--- src/rtl/dispense_ctrl.sv ---
// rtl/dispense_ctrl.sv - vending dispense FSM: motor release, then coin-by-coin change payout.
// Optional motor timeout with refund is enabled by defining MOTOR_TIMEOUT_EN.
module dispense_ctrl #(
  parameter logic [3:0] PRICE_A       = 4'd2,
  parameter logic [3:0] PRICE_B       = 4'd3,
  parameter logic [3:0] MOTOR_TIMEOUT = 4'd15
) (
  input  logic       clk,
  input  logic       reset,
  input  logic       vend_a,
  input  logic       vend_b,
  input  logic [3:0] credit,
  input  logic       motor_done,
  input  logic       coin_ack,
  output logic       motor_a,
  output logic       motor_b,
  output logic       coin_eject,
  output logic [3:0] change_left,
  output logic       busy,
  output logic       done,
  output logic       fault
);

  typedef enum logic [1:0] {S_IDLE, S_MOTOR, S_CHANGE, S_DONE} state_t;

  state_t     state_q, state_d;
  logic       motor_a_q, motor_a_d;
  logic       motor_b_q, motor_b_d;
  logic       coin_eject_q, coin_eject_d;
  logic [3:0] change_q, change_d;
  logic       busy_q, busy_d;
  logic       done_q, done_d;

`ifdef MOTOR_TIMEOUT_EN
  logic [3:0] tmo_q, tmo_d;
  logic [3:0] credit_q, credit_d;
  logic       fault_q, fault_d;
  logic       expired;

  assign expired = (tmo_q == MOTOR_TIMEOUT - 4'd1);
`else
  logic unused_timeout;

  assign unused_timeout = ^MOTOR_TIMEOUT;
`endif

  always_comb begin
    state_d      = state_q;
    motor_a_d    = motor_a_q;
    motor_b_d    = motor_b_q;
    coin_eject_d = coin_eject_q;
    change_d     = change_q;
    busy_d       = busy_q;
    done_d       = 1'b0;
`ifdef MOTOR_TIMEOUT_EN
    tmo_d        = 4'd0;
    credit_d     = credit_q;
    fault_d      = fault_q;
`endif

    case (state_q)
      S_IDLE: begin
        busy_d   = 1'b0;
        change_d = 4'd0;
        // B takes precedence when both requests are affordable
        if (vend_b && (credit >= PRICE_B)) begin
          change_d  = credit - PRICE_B;
          motor_b_d = 1'b1;
          busy_d    = 1'b1;
          state_d   = S_MOTOR;
`ifdef MOTOR_TIMEOUT_EN
          credit_d  = credit;
`endif
        end else if (vend_a && (credit >= PRICE_A)) begin
          change_d  = credit - PRICE_A;
          motor_a_d = 1'b1;
          busy_d    = 1'b1;
          state_d   = S_MOTOR;
`ifdef MOTOR_TIMEOUT_EN
          credit_d  = credit;
`endif
        end
      end

      S_MOTOR: begin
        if (motor_done) begin
          motor_a_d = 1'b0;
          motor_b_d = 1'b0;
          if (change_q != 4'd0) begin
            coin_eject_d = 1'b1;
            state_d      = S_CHANGE;
          end else begin
            done_d  = 1'b1;
            state_d = S_DONE;
          end
`ifdef MOTOR_TIMEOUT_EN
        end else if (expired) begin
          // refund the whole credit instead of the computed change
          motor_a_d = 1'b0;
          motor_b_d = 1'b0;
          fault_d   = 1'b1;
          change_d  = credit_q;
          if (credit_q != 4'd0) begin
            coin_eject_d = 1'b1;
            state_d      = S_CHANGE;
          end else begin
            done_d  = 1'b1;
            state_d = S_DONE;
          end
        end else begin
          tmo_d = tmo_q + 4'd1;
`endif
        end
      end

      S_CHANGE: begin
        if (coin_ack) begin
          change_d = change_q - 4'd1;
          if (change_q == 4'd1) begin
            coin_eject_d = 1'b0;
            done_d       = 1'b1;
            state_d      = S_DONE;
          end
        end
      end

      S_DONE: begin
        busy_d   = 1'b0;
        change_d = 4'd0;
        state_d  = S_IDLE;
      end

      default: begin
        state_d      = S_IDLE;
        motor_a_d    = 1'b0;
        motor_b_d    = 1'b0;
        coin_eject_d = 1'b0;
        change_d     = 4'd0;
        busy_d       = 1'b0;
      end
    endcase
  end

  always_ff @(posedge clk) begin
    if (reset) begin
      state_q      <= S_IDLE;
      motor_a_q    <= 1'b0;
      motor_b_q    <= 1'b0;
      coin_eject_q <= 1'b0;
      change_q     <= 4'd0;
      busy_q       <= 1'b0;
      done_q       <= 1'b0;
`ifdef MOTOR_TIMEOUT_EN
      tmo_q        <= 4'd0;
      credit_q     <= 4'd0;
      fault_q      <= 1'b0;
`endif
    end else begin
      state_q      <= state_d;
      motor_a_q    <= motor_a_d;
      motor_b_q    <= motor_b_d;
      coin_eject_q <= coin_eject_d;
      change_q     <= change_d;
      busy_q       <= busy_d;
      done_q       <= done_d;
`ifdef MOTOR_TIMEOUT_EN
      tmo_q        <= tmo_d;
      credit_q     <= credit_d;
      fault_q      <= fault_d;
`endif
    end
  end

  assign motor_a     = motor_a_q;
  assign motor_b     = motor_b_q;
  assign coin_eject  = coin_eject_q;
  assign change_left = change_q;
  assign busy        = busy_q;
  assign done        = done_q;
`ifdef MOTOR_TIMEOUT_EN
  assign fault       = fault_q;
`else
  assign fault       = 1'b0;
`endif

endmodule

--- config.mk ---
export PLATFORM = sky130hd
export DESIGN_NAME = dispense_ctrl
export DESIGN_NICKNAME = d
export VERILOG_FILES = /design/src/rtl/dispense_ctrl.sv
export SDC_FILE = /design/constraint.sdc
export NUM_CORES = 1
export LEC_CHECK = 0
export CAP_MARGIN = 20
export CELL_PAD_IN_SITES_DETAIL_PLACEMENT = 1
export CELL_PAD_IN_SITES_GLOBAL_PLACEMENT = 1
export CORE_ASPECT_RATIO = 0.7
export CORE_MARGIN = 3
export CORE_UTILIZATION = 41
export CTS_BUF_LIST = sky130_fd_sc_hd__clkbuf_8
export DETAILED_ROUTE_END_ITERATION = 10
export MAX_ROUTING_LAYER = met4
export PLACE_DENSITY_LB_ADDON = 0.3
export SYNTH_ARGS = -nofsm -noshare
export SYNTH_HDL_FRONTEND = slang
export SYNTH_SLANG_ARGS = --single-unit
--- constraint.sdc ---
create_clock -name clk -period 2.5 [get_ports clk]
set_input_delay 0.25 -clock clk [delete_from_list [all_inputs] [get_ports clk]]
set_output_delay 0.25 -clock clk [all_outputs]
set_load 0.05 [all_outputs]
==> impl_metrics.py, run 1 <==
metrics = {
    "die": {
        "io_pins": 20,
        "dieArea_sq_um": 2800,
        "die_width_um": 62.0,
        "rows": 13,
        "design.core.area_sq_um": 1970,
        "fp.dieH_um": 45.2,
        "start_util": 0.457,
    },
    "pwr": {
        "max-vdd-ir-drop_mv": 0.634,
        "cellLeakagePower_nw": 0.472,
        "powerDensity_nw_per_um2": 1100,
    },
    "detailed_routing": {
        "dr_wl_met2_mm": 1.32,
        "drcViolationCount": 0,
        "wl_met1_mm": 1.23,
        "ant_nets": 0,
        "wl_met3_um": 108,
        "drt-initial-drc-count": 40,
        "wire_per_inst_um": 17.1,
        "num_vias": 891,
        "vias_per_cell": 5.64,
        "highest_layer": "met4",
        "first_pass_iters": 4,
        "wirelength_mm": 2.70,
    },
    "logic_synthesis": {
        "synth_edf_count": 0,
        "postSynthAreaPerCell_sq_um": 8.18,
        "ys.flop_type": "dfxtp_1",
        "syn-instance-count": 110,
        "syn-num-nets": 132,
        "ys_seq_elements": 11,
        "syn_area_sq_um": 900,
        "yosys_warnings": 0,
        "yosysSeqAreaShare": 0.245,
        "async_flop_share": 0,
        "ys_types": 39,
    },
    "critical_path": {
        "startpoint": "credit[1]",
        "r2r_slack_ns": 0.71,
        "slowest_stage": "o31ai_1",
        "crit_path_end_kind": "flip-flop",
        "r2r_end": "coin_eject$_SDFFE_PP0P_",
        "cp.buffers_inverters": 1,
        "crit_type": "input port to flip-flop",
        "max_stage_delay_ns": 0.57,
        "crit_chain": "clkdlybuf4s50_1, ha_1, o31ai_1, nand3_1, a31oi_1, a311oi_1",
        "ff2ff_path_depth": 5,
        "cp_top_family": "compound AO/OA/AOI/OAI gates",
        "required_ns": 2.60,
        "cp.arrival_ns": 2.22,
        "cp.depth": 6,
        "cp_max_fo": 6,
        "cp-start-kind": "input port",
        "reg2reg_from": "state_q[1]$_SDFFE_PP0P_",
        "crit_end": "state_q[0]$_SDFFE_PP0P_",
    },
    "finish": {
        "final_layout_size_suffix_gt1_frac": 0.0703,
        "n_fill_cell": 242,
        "layout_commonest_cell": "clkdlybuf4s50_1",
        "syn_to_final_growth_pct": 27.0,
        "seq_area_sq_um": 220,
        "final_core_util": 0.580,
        "fin_nets": 151,
        "multi_input_area_sq_um": 611,
        "finalNonFillerCells": 158,
        "antenna_cells": 0,
        "final_cell_mix": "clkdlybuf4s50_1, inv_1, a21oi_1, ha_1, dfxtp_1",
    },
    "sta": {
        "finalCriticalPeriod_ns": 2.12,
        "hold_viol_final": 0,
        "slew_headroom": 0.567,
        "rsz0062_at_grt": "false",
        "slew_violations": 0,
        "tightestPinTransition_ns": 0.644,
        "clock_skew_ns": 0.00401,
        "period_share": 0.848,
        "timing.fmax_ghz": 0.472,
        "setup_viol": 0,
        "setup_tns_ns": 0,
    },
    "clock_network": {
        "ctsResizeCount": 0,
        "worstSkewPairLatency_ns": 0.24,
        "cts_tree": "done",
        "clockBufferDepth": 2,
        "clock-sinks": 11,
        "htreeDepth": 1,
        "cts_hold_buf": 0,
        "clk_pin_slew_ns": 0.05,
        "postCtsSetupRepairBufs": 0,
        "cts_buffers": 3,
        "root_buffer": "clkbuf_8",
    },
    "global_routing": {
        "grt_pass1_vias": 940,
        "overflow": 0,
        "grt_pass1_wl_mm": 4.59,
        "grt_use_total": 0.234,
        "grt_max_degree": 13,
        "antenna_found_initial": 0,
    },
    "placed_design": {
        "gp_congestion": 0.835,
        "post-dp-hpwl_mm": 2.04,
        "portBuffers": 18,
        "dp_cells": 154,
    },
    "hold_path": {
        "hp-start": "motor_a$_SDFFE_PP0P_",
        "hold_path_class": "flip-flop to flip-flop",
    },
    "flow_run": {
        "drv_cap": 0,
    },
    "run_status": {
        "outcome": "finished, final reports clean",
    },
}
## layout make-up
class	instances	area share
Tap cell	30	0.0329
Clock buffer	3	0.0361
Inverter	13	0.0427
Timing Repair Buffer	18	0.158
Multi-Input combinational cell	82	0.534
Sequential cell	11	0.193
Clock inverter	1	0.00329
## per-stage QoR
step / total power [mW] / setup slack [ns] / hold WS, ns / instance area [sq um]
after floorplan: 0.843 / 0.677 / 0.388 / 900
after global placement: 1.04 / 0.422 / 0.469 / 1100
after detailed placement: 1.07 / 0.263 / 0.505 / 1100
after CTS: 1.26 / 0.445 / 0.512 / 1140
after global routing: 1.36 / 0.299 / 0.543 / 1140
final: 1.26 / 0.379 / 0.503 / 1140
## sequential cells by signal, indices dropped and copies added (netlist names)
name and cells:
busy 1, motor_b 1, change_left 4, state_q 2, coin_eject 1, motor_a 1
done 1
## cells in the mapped netlist, types with 2 or more instances
cell	count	area [sq um]
a21oi_1	12	60.1
nor2_1	8	30.0
a311oi_1	3	26.3
dfxtp_1	11	220
ha_1	12	150
a31oi_1	4	25.0
inv_1	13	48.8
nand2b_1	2	12.5
a211oi_1	3	22.5
nand3_1	2	10.0
o21ai_0	4	20.0
o21ai_1	2	10.0
nor3_1	2	10.0
clkbuf_1	2	7.51
nand2_1	6	22.5
## power breakdown
part	internal [mW]	total, mW	switching, mW
combinational	0.288	0.785	0.498
clock	0.108	0.177	0.0688
sequential	0.236	0.300	0.0640
total	0.632	1.26	0.631
## cells by family after synthesis
group / synth area share
simple gates: 0.146
compound gates: 0.341
mux: 0.0111
buf+inv: 0.0765
other cells: 0.00417
fa+ha+maj: 0.167
xor+xnor: 0.00974
flops: 0.245
## layer usage
layer,vias up,GRT usage
met5,-,-
met2,22,0.403
li1,435,-
met3,6,0.0629
met4,0,0.0466
met1,428,0.272
## worst register-to-register path: stages (launching register included)
cell and delay [ns]:
dfxtp_1 0.34, inv_1 0.14, ha_1 0.28, nor4bb_1 0.50, a211oi_2 0.12, a311oi_1 0.30
## worst min-delay path by stage
stage	endpoint	slack (ns)	depth (start not counted)
finish	motor_a$_SDFFE_PP0P_	0.50	2
floorplan	done$_SDFF_PP0_	0.39	2
CTS	motor_a$_SDFFE_PP0P_	0.51	2
global placement	motor_a$_SDFFE_PP0P_	0.47	2
global route	motor_a$_SDFFE_PP0P_	0.54	2
detailed placement	motor_a$_SDFFE_PP0P_	0.50	2
Power figures use the tool's default switching activity.
==> run 2: changes to the inputs <==
Settings changed: CORE_UTILIZATION 41 to 34.
Clock period 2.5 ns to 1.76 ns, I/O delays scaled along.
==> impl_metrics.py, run 2 (synthesized netlist as in run 1, its figures left out) <==
metrics = {
    "clock_network": {
        "root_buffer": "clkbuf_8",
        "worstSkewPairLatency_ns": 0.24,
        "cts_tree": "done",
        "clockBufferDepth": 2,
        "cts_hold_buf": 0,
        "cts_buffers": 3,
        "htreeDepth": 1,
        "clk_pin_slew_ns": 0.05,
        "clock-sinks": 11,
    },
    "finish": {
        "fin_nets": 164,
        "final_cell_mix": "clkdlybuf4s50_1, buf_4, inv_1",
        "finalNonFillerCells": 173,
        "final_core_util": 0.548,
        "syn_to_final_growth_pct": 41.9,
        "final_layout_size_suffix_gt1_frac": 0.241,
        "antenna_cells": 0,
        "n_fill_cell": 289,
        "largest_register_ffs": 4,
    },
    "pwr": {
        "power.share.combinational": 0.630,
        "intPower_uw": 945,
        "cellLeakagePower_nw": 0.549,
        "powerDensity_nw_per_um2": 1460,
        "switchingPower_uw": 915,
        "seqPwrFrac": 0.234,
        "max-vdd-ir-drop_mv": 0.836,
        "clkPwrFrac": 0.136,
        "power_mw": 1.86,
        "netSwitchingFraction": 0.492,
    },
    "sta": {
        "setup_viol": 0,
        "clock_skew_ns": 0.00215,
        "slew_violations": 0,
        "finalCriticalPeriod_ns": 1.71,
        "tightestPinTransition_ns": 0.503,
        "period_share": 0.971,
        "hold_viol_final": 0,
        "slew_headroom": 0.663,
        "setup_slack_ns": 0.0519,
        "holdWs_ns": 0.496,
        "timing.fmax_ghz": 0.585,
    },
    "global_routing": {
        "overflow": 0,
        "grt_pass1_wl_mm": 4.62,
        "grt_max_degree": 13,
        "antenna_found_initial": 0,
        "grt_use_total": 0.186,
        "grt_pass1_vias": 975,
    },
    "die": {
        "rows": 14,
        "start_util": 0.386,
        "die_width_um": 67.5,
        "fp.dieH_um": 49.0,
        "dieArea_sq_um": 3310,
        "io_pins": 20,
        "design.core.area_sq_um": 2330,
    },
    "critical_path": {
        "crit_path_end_kind": "flip-flop",
        "cp-start-kind": "input port",
        "ff2ff_path_depth": 6,
        "cp.arrival_ns": 1.82,
        "cp_max_fo": 4,
        "r2r_slack_ns": 0.12,
        "required_ns": 1.87,
        "crit_type": "input port to flip-flop",
    },
    "detailed_routing": {
        "wire_per_inst_um": 16.4,
        "num_vias": 950,
        "drcViolationCount": 0,
        "drt-initial-drc-count": 31,
        "vias_per_cell": 5.49,
        "wirelength_mm": 2.83,
        "ant_nets": 0,
        "first_pass_iters": 3,
    },
    "placed_design": {
        "pre_cts_ws_ns": -0.211,
        "post-dp-hpwl_mm": 2.22,
        "portBuffers": 18,
        "dp_cells": 168,
        "gp_congestion": 0.833,
    },
    "hold_path": {
        "hold_path_class": "flip-flop to flip-flop",
        "hold_depth": 2,
    },
    "run_status": {
        "outcome": "finished, final reports clean",
    },
    "flow_run": {
        "drv_cap": 0,
    },
}
run 2: cell count changes in the layout (fill, tap and decap cells not counted), sizes merged:
cell,change
buf,+15
clkdlybuf4s50,-3
dlymetal6s2s,+1
run 2: worst paths after layout:
| kind | end | startpoint |
|---|---|---|
| min | motor_a$_SDFFE_PP0P_ | motor_a$_SDFFE_PP0P_ |
| max reg2reg | coin_eject$_SDFFE_PP0P_ | state_q[1]$_SDFFE_PP0P_ |
| min reg2reg | motor_a$_SDFFE_PP0P_ | motor_a$_SDFFE_PP0P_ |
| max | busy$_SDFFE_PP0P_ | credit[1] |
run 2: power by group through the flow:
stage                     combinational [mW]  sequential [mW]  clock [mW]
after floorplan                        0.572            0.630           0
after global placement                  1.08            0.423           0
after detailed placement                1.12            0.432           0
after CTS                               1.13            0.429       0.259
after global routing                    1.27            0.448       0.267
final                                   1.17            0.435       0.253
run 2: stage by stage:
stage               setup TNS [ns]  instance area (sq um)
detailed placement           -1.20                   1190
global placement            -0.446                   1190
finish                           0                   1280
CTS                              0                   1230
floorplan                        0                    902
global route              -0.00185                   1280
run 2: cell type report:
type                            count  area [sq um]  share of cell area
Tap cell                           32          40.0              0.0314
Multi-Input combinational cell     82           643               0.504
Clock buffer                        3          41.3              0.0324
Sequential cell                    11           224               0.175
Clock inverter                      1          3.75             0.00294
Inverter                           13          48.8              0.0382
Timing Repair Buffer               31           275               0.216
run 2: timing repair:
item                                    CTS  global route
pin swaps                                 0             1
cloned                                    0             0
buffers inserted                          0             1
resized for setup                         1            10
endpoints found under the setup margin    1             7
run 2: worst max-delay path: stages:
cell and delay [ns]:
clkdlybuf4s50_1 0.45, buf_4 0.18, o41ai_4 0.49, buf_4 0.18, buf_4 0.09, a211oi_1 0.07, a21oi_1 0.12, nor2_1 0.05
run 2: routing by layer:
metal	GRT usage	vias up	share of wire
met2	0.296	16	0.48
met3	0.0415	4	0.030
met1	0.241	463	0.48
met5	-	-	0
li1	-	467	-
met4	0.0303	0	0.012
